===== config.mk =====
export PLATFORM = sky130hd
export DESIGN_NAME = filter_step_seq
export DESIGN_NICKNAME = d
export VERILOG_FILES = /design/src/rtl/filter_seq_pkg.sv /design/src/rtl/seq_peak_track.sv /design/src/rtl/filter_step_seq.sv
export SDC_FILE = /design/constraint.sdc
export NUM_CORES = 1
export LEC_CHECK = 0
export CORE_ASPECT_RATIO = 1.5
export CORE_UTILIZATION = 57
export DETAILED_ROUTE_END_ITERATION = 10
export HOLD_SLACK_MARGIN = 0.15
export PLACE_DENSITY = 0.87
export SETUP_SLACK_MARGIN = 0.4
export SLEW_MARGIN = 0
export SYNTH_ARGS = -nofsm -noshare
export SYNTH_HDL_FRONTEND = slang
export SYNTH_SLANG_ARGS = --single-unit

===== constraint.sdc =====
create_clock -name clk -period 7.9 [get_ports clk]
set_input_delay 1.185 -clock clk [delete_from_list [all_inputs] [get_ports clk]]
set_output_delay 1.185 -clock clk [all_outputs]
set_load 0.005 [all_outputs]

===== src/rtl/filter_seq_pkg.sv =====
// Shared types and default sizes for the filter step-response sequencer.
package filter_seq_pkg;

    localparam int DEF_WIDTH = 18;
    localparam int DEF_CNT_W = 16;

    typedef enum logic [1:0] {
        ST_IDLE   = 2'd0,
        ST_SETTLE = 2'd1,
        ST_STEP   = 2'd2,
        ST_CHECK  = 2'd3
    } seq_state_t;

endpackage


===== src/rtl/seq_peak_track.sv =====
// Signed running maximum/minimum tracker; load overrides both with the current sample.
module seq_peak_track
    import filter_seq_pkg::*;
#(
    parameter int WIDTH = DEF_WIDTH
) (
    input  logic                    clk,
    input  logic                    rst,
    input  logic                    load,
    input  logic                    en,
    input  logic signed [WIDTH-1:0] sample,
    output logic signed [WIDTH-1:0] peak_max,
    output logic signed [WIDTH-1:0] peak_min
);

    logic signed [WIDTH-1:0] max_q, max_d;
    logic signed [WIDTH-1:0] min_q, min_d;

    always_comb begin
        max_d = max_q;
        min_d = min_q;
        if (load) begin
            max_d = sample;
            min_d = sample;
        end else if (en) begin
            if (sample > max_q) max_d = sample;
            if (sample < min_q) min_d = sample;
        end
    end

    always_ff @(posedge clk or negedge rst) begin
        if (!rst) begin
            max_q <= '0;
            min_q <= '0;
        end else begin
            max_q <= max_d;
            min_q <= min_d;
        end
    end

    assign peak_max = max_q;
    assign peak_min = min_q;

endmodule


===== src/rtl/filter_step_seq.sv =====
// Step-response sequencer: holds the filter input at zero, applies a step, then
// checks the final output against a target window and reports the output peaks.
module filter_step_seq
    import filter_seq_pkg::*;
#(
    parameter int                      WIDTH    = DEF_WIDTH,
    parameter int                      CNT_W    = DEF_CNT_W,
    parameter logic signed [WIDTH-1:0] STEP_VAL = 18'sd1024
) (
    input  logic                    clk,
    input  logic                    rst,
    input  logic                    start,
    input  logic [CNT_W-1:0]        settle_cycles,
    input  logic [CNT_W-1:0]        run_cycles,
    input  logic signed [WIDTH-1:0] target,
    input  logic [WIDTH-1:0]        tol,
    input  logic signed [WIDTH-1:0] v_out,
    output logic signed [WIDTH-1:0] v_in,
    output logic                    busy,
    output logic                    done,
    output logic                    pass,
    output logic signed [WIDTH-1:0] v_max,
    output logic signed [WIDTH-1:0] v_min
);

    localparam logic [CNT_W-1:0] CNT_ONE = {{(CNT_W-1){1'b0}}, 1'b1};

    seq_state_t state_q, state_d;
    logic [CNT_W-1:0]        cnt_q, cnt_d;
    logic [CNT_W-1:0]        settle_q, settle_d;
    logic [CNT_W-1:0]        run_q, run_d;
    logic signed [WIDTH-1:0] target_q, target_d;
    logic [WIDTH-1:0]        tol_q, tol_d;
    logic                    pass_q, pass_d;

    logic                    settle_last;
    logic                    step_last;
    logic signed [WIDTH:0]   diff;
    logic [WIDTH:0]          abs_diff;
    logic                    pass_now;
    logic                    peak_load;
    logic                    peak_en;

    // A zero count still spends one cycle in the phase; comparing against
    // latched-1 means the counter stops short of the terminal value and never wraps.
    assign settle_last = (settle_q == '0) || (cnt_q == settle_q - CNT_ONE);
    assign step_last   = (run_q == '0)    || (cnt_q == run_q - CNT_ONE);

    always_comb begin
        diff     = $signed({v_out[WIDTH-1], v_out}) - $signed({target_q[WIDTH-1], target_q});
        abs_diff = diff[WIDTH] ? $unsigned(-diff) : $unsigned(diff);
        pass_now = (abs_diff <= {1'b0, tol_q});
    end

    always_comb begin
        state_d  = state_q;
        cnt_d    = cnt_q;
        settle_d = settle_q;
        run_d    = run_q;
        target_d = target_q;
        tol_d    = tol_q;
        pass_d   = pass_q;
        case (state_q)
            ST_IDLE: begin
                if (start) begin
                    settle_d = settle_cycles;
                    run_d    = run_cycles;
                    target_d = target;
                    tol_d    = tol;
                    cnt_d    = '0;
                    state_d  = ST_SETTLE;
                end
            end
            ST_SETTLE: begin
                if (settle_last) begin
                    cnt_d   = '0;
                    state_d = ST_STEP;
                end else begin
                    cnt_d = cnt_q + CNT_ONE;
                end
            end
            ST_STEP: begin
                if (step_last) begin
                    cnt_d   = '0;
                    state_d = ST_CHECK;
                end else begin
                    cnt_d = cnt_q + CNT_ONE;
                end
            end
            ST_CHECK: begin
                pass_d  = pass_now;
                cnt_d   = '0;
                state_d = ST_IDLE;
            end
            default: begin
                cnt_d   = '0;
                state_d = ST_IDLE;
            end
        endcase
    end

    always_ff @(posedge clk or negedge rst) begin
        if (!rst) begin
            state_q  <= ST_IDLE;
            cnt_q    <= '0;
            settle_q <= '0;
            run_q    <= '0;
            target_q <= '0;
            tol_q    <= '0;
            pass_q   <= 1'b0;
        end else begin
            state_q  <= state_d;
            cnt_q    <= cnt_d;
            settle_q <= settle_d;
            run_q    <= run_d;
            target_q <= target_d;
            tol_q    <= tol_d;
            pass_q   <= pass_d;
        end
    end

    assign peak_load = (state_q == ST_STEP) && (cnt_q == '0);
    assign peak_en   = (state_q == ST_STEP);

    seq_peak_track #(
        .WIDTH (WIDTH)
    ) u_peak (
        .clk      (clk),
        .rst      (rst),
        .load     (peak_load),
        .en       (peak_en),
        .sample   (v_out),
        .peak_max (v_max),
        .peak_min (v_min)
    );

    // Pass is shown live during the check cycle so it is valid alongside done.
    always_comb begin
        v_in = ((state_q == ST_STEP) || (state_q == ST_CHECK)) ? STEP_VAL : '0;
        busy = (state_q != ST_IDLE);
        done = (state_q == ST_CHECK);
        pass = (state_q == ST_CHECK) ? pass_now : pass_q;
    end

endmodule

==> qor.yml <==
run_status:
  outcome: "completed"
timing:
  timing.fmax_mhz: 141
  rsz_0062_raised_after_global_routing: "no"
  final.setup.tns_ns: 0
  actual_slew_at_the_worst_max_slew_pin_ns: 1.06
  final_max_slew_viol_count: 0
  final.period_utilization: 0.899
  final.min_clock_period_ns: 7.10
  hold_viol_final: 0
  clock_skew_ns: 0.00874
  layout_setup_ws_ns: 0.799
  max_slew_margin: 0.294
  setup-violations-final: 0
yosys:
  synth-simple-area-share: 0.125
  synth_compound_area_frac: 0.142
  cell_variety_after_synth: 73
  synth_most_common_cell: "sky130_fd_sc_hd__dfrtp_1"
  yosys.area_share.adder: 0.116
  yosys-mux-area-fraction: 0.136
  synth_enable_flop_cells: 0
  synthDominantCellAreaShare: 0.343
  synthesis.area_per_instance_sq_um: 9.83
  yosysWarningCount: 0
  synth_area_sq_um: 8990
  ys_top_cells_by_area: "sky130_fd_sc_hd__dfrtp_1 34%, sky130_fd_sc_hd__mux2_2 13%, sky130_fd_sc_hd__ha_1 11%"
  synth.cells.most_frequent: "123 x sky130_fd_sc_hd__dfrtp_1, 105 x sky130_fd_sc_hd__mux2_2, 91 x sky130_fd_sc_hd__inv_1"
  ys_async_sr_fraction: 1.00
  synth_top_cell_by_area: "sky130_fd_sc_hd__dfrtp_1"
  synth.ff_latch_count: 123
  main_combinational_cell_family_by_area_after_synthesis: "compound AO/OA/AOI/OAI gates"
  netlist_instances: 914
  xor_xnor_fraction_of_synth_area: 0.0682
  synth-main-ff-cell: "sky130_fd_sc_hd__dfrtp_1"
  ys_seq_area_frac: 0.343
clock_network:
  numCtsBuffers: 17
  htree_levels: 4
  clk_latency_ns: 0.42
  clock_tree.root_cell: "sky130_fd_sc_hd__clkbuf_16"
  path_clk_slew_ns: 0.05
  clock_tree_from_tritoncts: "built"
  max-clock-path-buffers: 2
  clock_sink_total: 123
power_and_ir_drop:
  irDropWorstVdd_mv: 0.245
  power-per-cell-area_nw_per_um2: 436
  leakagePower_nw: 5.02
  total_power_w: 0.00478
place:
  weighted_congestion_at_the_end_of_routability_driven_global_placement: 0.938
  preCtsSetupSlack_ns: 0.361
  buffer_ports.inserted: 128
  dp_hpwl_mm: 16.8
  placedCellCount: 1211
global_route:
  grt_first_pass_wirelength_mm: 36.0
  grt_start_max_net_pins: 65
  grt.total_usage: 0.283
  first_global_vias: 7739
  globalRouteOverflowTotal: 0
  grt_antenna_before_repair: 0
layout:
  areaGrowthSynthToFinish_pct: 22.1
  post_route_cells_drive_above_1_share: 0.164
  final_util: 0.718
  insertedDiodeCount: 0
  fin_nets: 1205
  post_layout_nonfiller_instances: 1244
floorplanning:
  num_rows: 55
  io-pin-count: 146
  starting_density: 0.588
  die_x_microns: 105
  total_die_area_sq_um: 16300
  die_y_microns: 156
  coreArea_sq_um: 15300
routing:
  totalWireLength_mm: 22.3
  via_count: 7453
  detailedRoute.firstIterationViolations: 361
  firstDrtPassIters: 5
  post-route-drc-count: 0
  route.antenna.remaining_nets: 0
  drt-vias-per-instance: 5.99
  avgRoutedWirePerCell_microns: 17.9
worst_setup_path:
  end_kind: "primary output"
  timing_worst_setup_path_type: "in2out"
  cp_data_arrival_time_ns: 5.92
  endpoint_of_the_worst_setup_timing_path: "pass"
  cp-start-kind: "input pin"
  worst_setup_path_startpoint: "v_out[4]"
  timing.critical_path.fanout_max: 6
  ff2ff_path_depth: 21
  r2r-start: "target_q[4]"
  worst_r2r_endpoint: "pass_q"
  timing.reg2reg.setup_slack_ns: 3.37
  worst-endpoint-required_ns: 6.71
worst_hold_path:
  min-delay-path-class: "reg2reg"
job:
  drv.max_cap_violation_count: 0
==> critical path, stage by stage <==
cell and delay, ns:
sky130_fd_sc_hd__clkdlybuf4s50_1 0.50, sky130_fd_sc_hd__ha_1 0.44, sky130_fd_sc_hd__a211oi_1 0.39, sky130_fd_sc_hd__o21ai_0 0.22, sky130_fd_sc_hd__a221oi_2 0.31, sky130_fd_sc_hd__xor2_1 0.26
sky130_fd_sc_hd__nand3_1 0.17, sky130_fd_sc_hd__nor4_2 0.28, sky130_fd_sc_hd__buf_4 0.16, sky130_fd_sc_hd__a21oi_1 0.07, sky130_fd_sc_hd__xnor2_1 0.14, sky130_fd_sc_hd__ha_1 0.30
sky130_fd_sc_hd__a21o_1 0.16, sky130_fd_sc_hd__a21oi_1 0.13, sky130_fd_sc_hd__nor2b_1 0.05, sky130_fd_sc_hd__o21ai_0 0.14, sky130_fd_sc_hd__nand2b_1 0.08, sky130_fd_sc_hd__a221o_1 0.36
sky130_fd_sc_hd__a21oi_1 0.15, sky130_fd_sc_hd__o21ai_0 0.10, sky130_fd_sc_hd__o22ai_1 0.16, sky130_fd_sc_hd__dlymetal6s2s_1 0.15
==> power breakdown <==
| group | switching, W | total, W | internal (W) |
|---|---|---|---|
| Sequential | 0.000284 | 0.00121 | 0.000924 |
| Clock | 0.000274 | 0.000735 | 0.000461 |
| Combinational | 0.00142 | 0.00284 | 0.00142 |
| Total | 0.00198 | 0.00478 | 0.00281 |
==> area by class of cell <==
| class | instances | area, sq um |
|---|---|---|
| clock inverter | 7 | 65.1 |
| tap | 199 | 249 |
| clock buffer | 24 | 492 |
| inverter | 91 | 342 |
| sequential | 123 | 3080 |
| fill | 1116 | 4310 |
| timing repair buffer | 139 | 1360 |
| multi-input combinational | 661 | 5380 |
==> registers in the layout, indices dropped and copies added (netlist names) <==
signal,cells
u_peak.peak_min,18
u_peak.peak_max,18
run_q,16
state_q,2
settle_q,16
cnt_q,16
target_q,18
tol_q,18
pass_q,1
==> per-stage QoR <==
step	area, sq um	hold WS (ns)
floorplan	9050	0.479
global placement	10400	0.485
detailed placement	10400	0.495
CTS	10900	0.510
global route	11000	0.527
finish	11000	0.504
==> cell usage in the layout, fill, tap and decap left out, types with 4 or more instances in the layout <==
cell	instances
sky130_fd_sc_hd__nor3_2	4
sky130_fd_sc_hd__clkbuf_8	4
sky130_fd_sc_hd__or4_1	7
sky130_fd_sc_hd__nor2_1	32
sky130_fd_sc_hd__nand3_1	20
sky130_fd_sc_hd__o21ai_0	32
sky130_fd_sc_hd__nor4_1	8
sky130_fd_sc_hd__clkbuf_16	17
sky130_fd_sc_hd__and3_1	9
sky130_fd_sc_hd__a211oi_1	6
sky130_fd_sc_hd__xnor2_1	38
sky130_fd_sc_hd__nand2_1	29
sky130_fd_sc_hd__a21oi_1	33
sky130_fd_sc_hd__or3_1	6
sky130_fd_sc_hd__o211ai_1	4
sky130_fd_sc_hd__o31ai_1	8
sky130_fd_sc_hd__a21o_1	29
sky130_fd_sc_hd__nand4b_1	4
sky130_fd_sc_hd__clkinv_2	4
sky130_fd_sc_hd__ha_1	82
sky130_fd_sc_hd__nor4b_1	5
sky130_fd_sc_hd__xor2_1	32
sky130_fd_sc_hd__buf_4	12
sky130_fd_sc_hd__clkdlybuf4s50_1	126
sky130_fd_sc_hd__nand4_1	18
sky130_fd_sc_hd__a31oi_1	7
sky130_fd_sc_hd__o21ai_1	4
sky130_fd_sc_hd__dfrtp_1	123
sky130_fd_sc_hd__mux2_2	105
sky130_fd_sc_hd__nor3_1	17
sky130_fd_sc_hd__conb_1	17
sky130_fd_sc_hd__a22o_1	9
sky130_fd_sc_hd__or2_2	6
sky130_fd_sc_hd__nor2b_1	12
sky130_fd_sc_hd__inv_1	90
sky130_fd_sc_hd__nand2b_1	9
==> per-layer routing <==
| layer | track usage | vias up | part of all wire |
|---|---|---|---|
| met5 | 0 | - | 0 |
| met4 | 0.196 | 0 | 0.055 |
| met3 | 0.0514 | 89 | 0.046 |
| met2 | 0.531 | 263 | 0.54 |
| met1 | 0.278 | 3605 | 0.36 |
| li1 | - | 3496 | - |
==> worst min-delay path by stage <==
stage                 start            to  slack [ns]  cells after the start
2_1_floorplan  target_q[10]  target_q[10]        0.48                      1
4_1_cts        target_q[12]  target_q[12]        0.51                      1
3_3_place_gp    target_q[8]   target_q[8]        0.49                      1
6_report       target_q[14]  target_q[14]        0.50                      1
5_1_grt        target_q[12]  target_q[12]        0.53                      1
3_5_place_dp       tol_q[2]      tol_q[2]        0.50                      1
==> timing repair <==
| action | in CTS | in global routing |
|---|---|---|
| pin swaps | 0 | 5 |
| hold buffers | 0 | 0 |
| setup endpoints to repair | 1 | 1 |
| resized for setup | 3 | 6 |
| setup buffers | 1 | 1 |
==> kinds of logic after synthesis <==
| group | Yosys count |
|---|---|
| buf+inv | 146 |
| mux | 109 |
| flops | 123 |
| other cells | 1 |
| compound gates | 182 |
| simple gates | 200 |
| xor+xnor | 70 |
| fa+ha+maj | 83 |
Note: power is estimated with default switching activity, not from simulation.
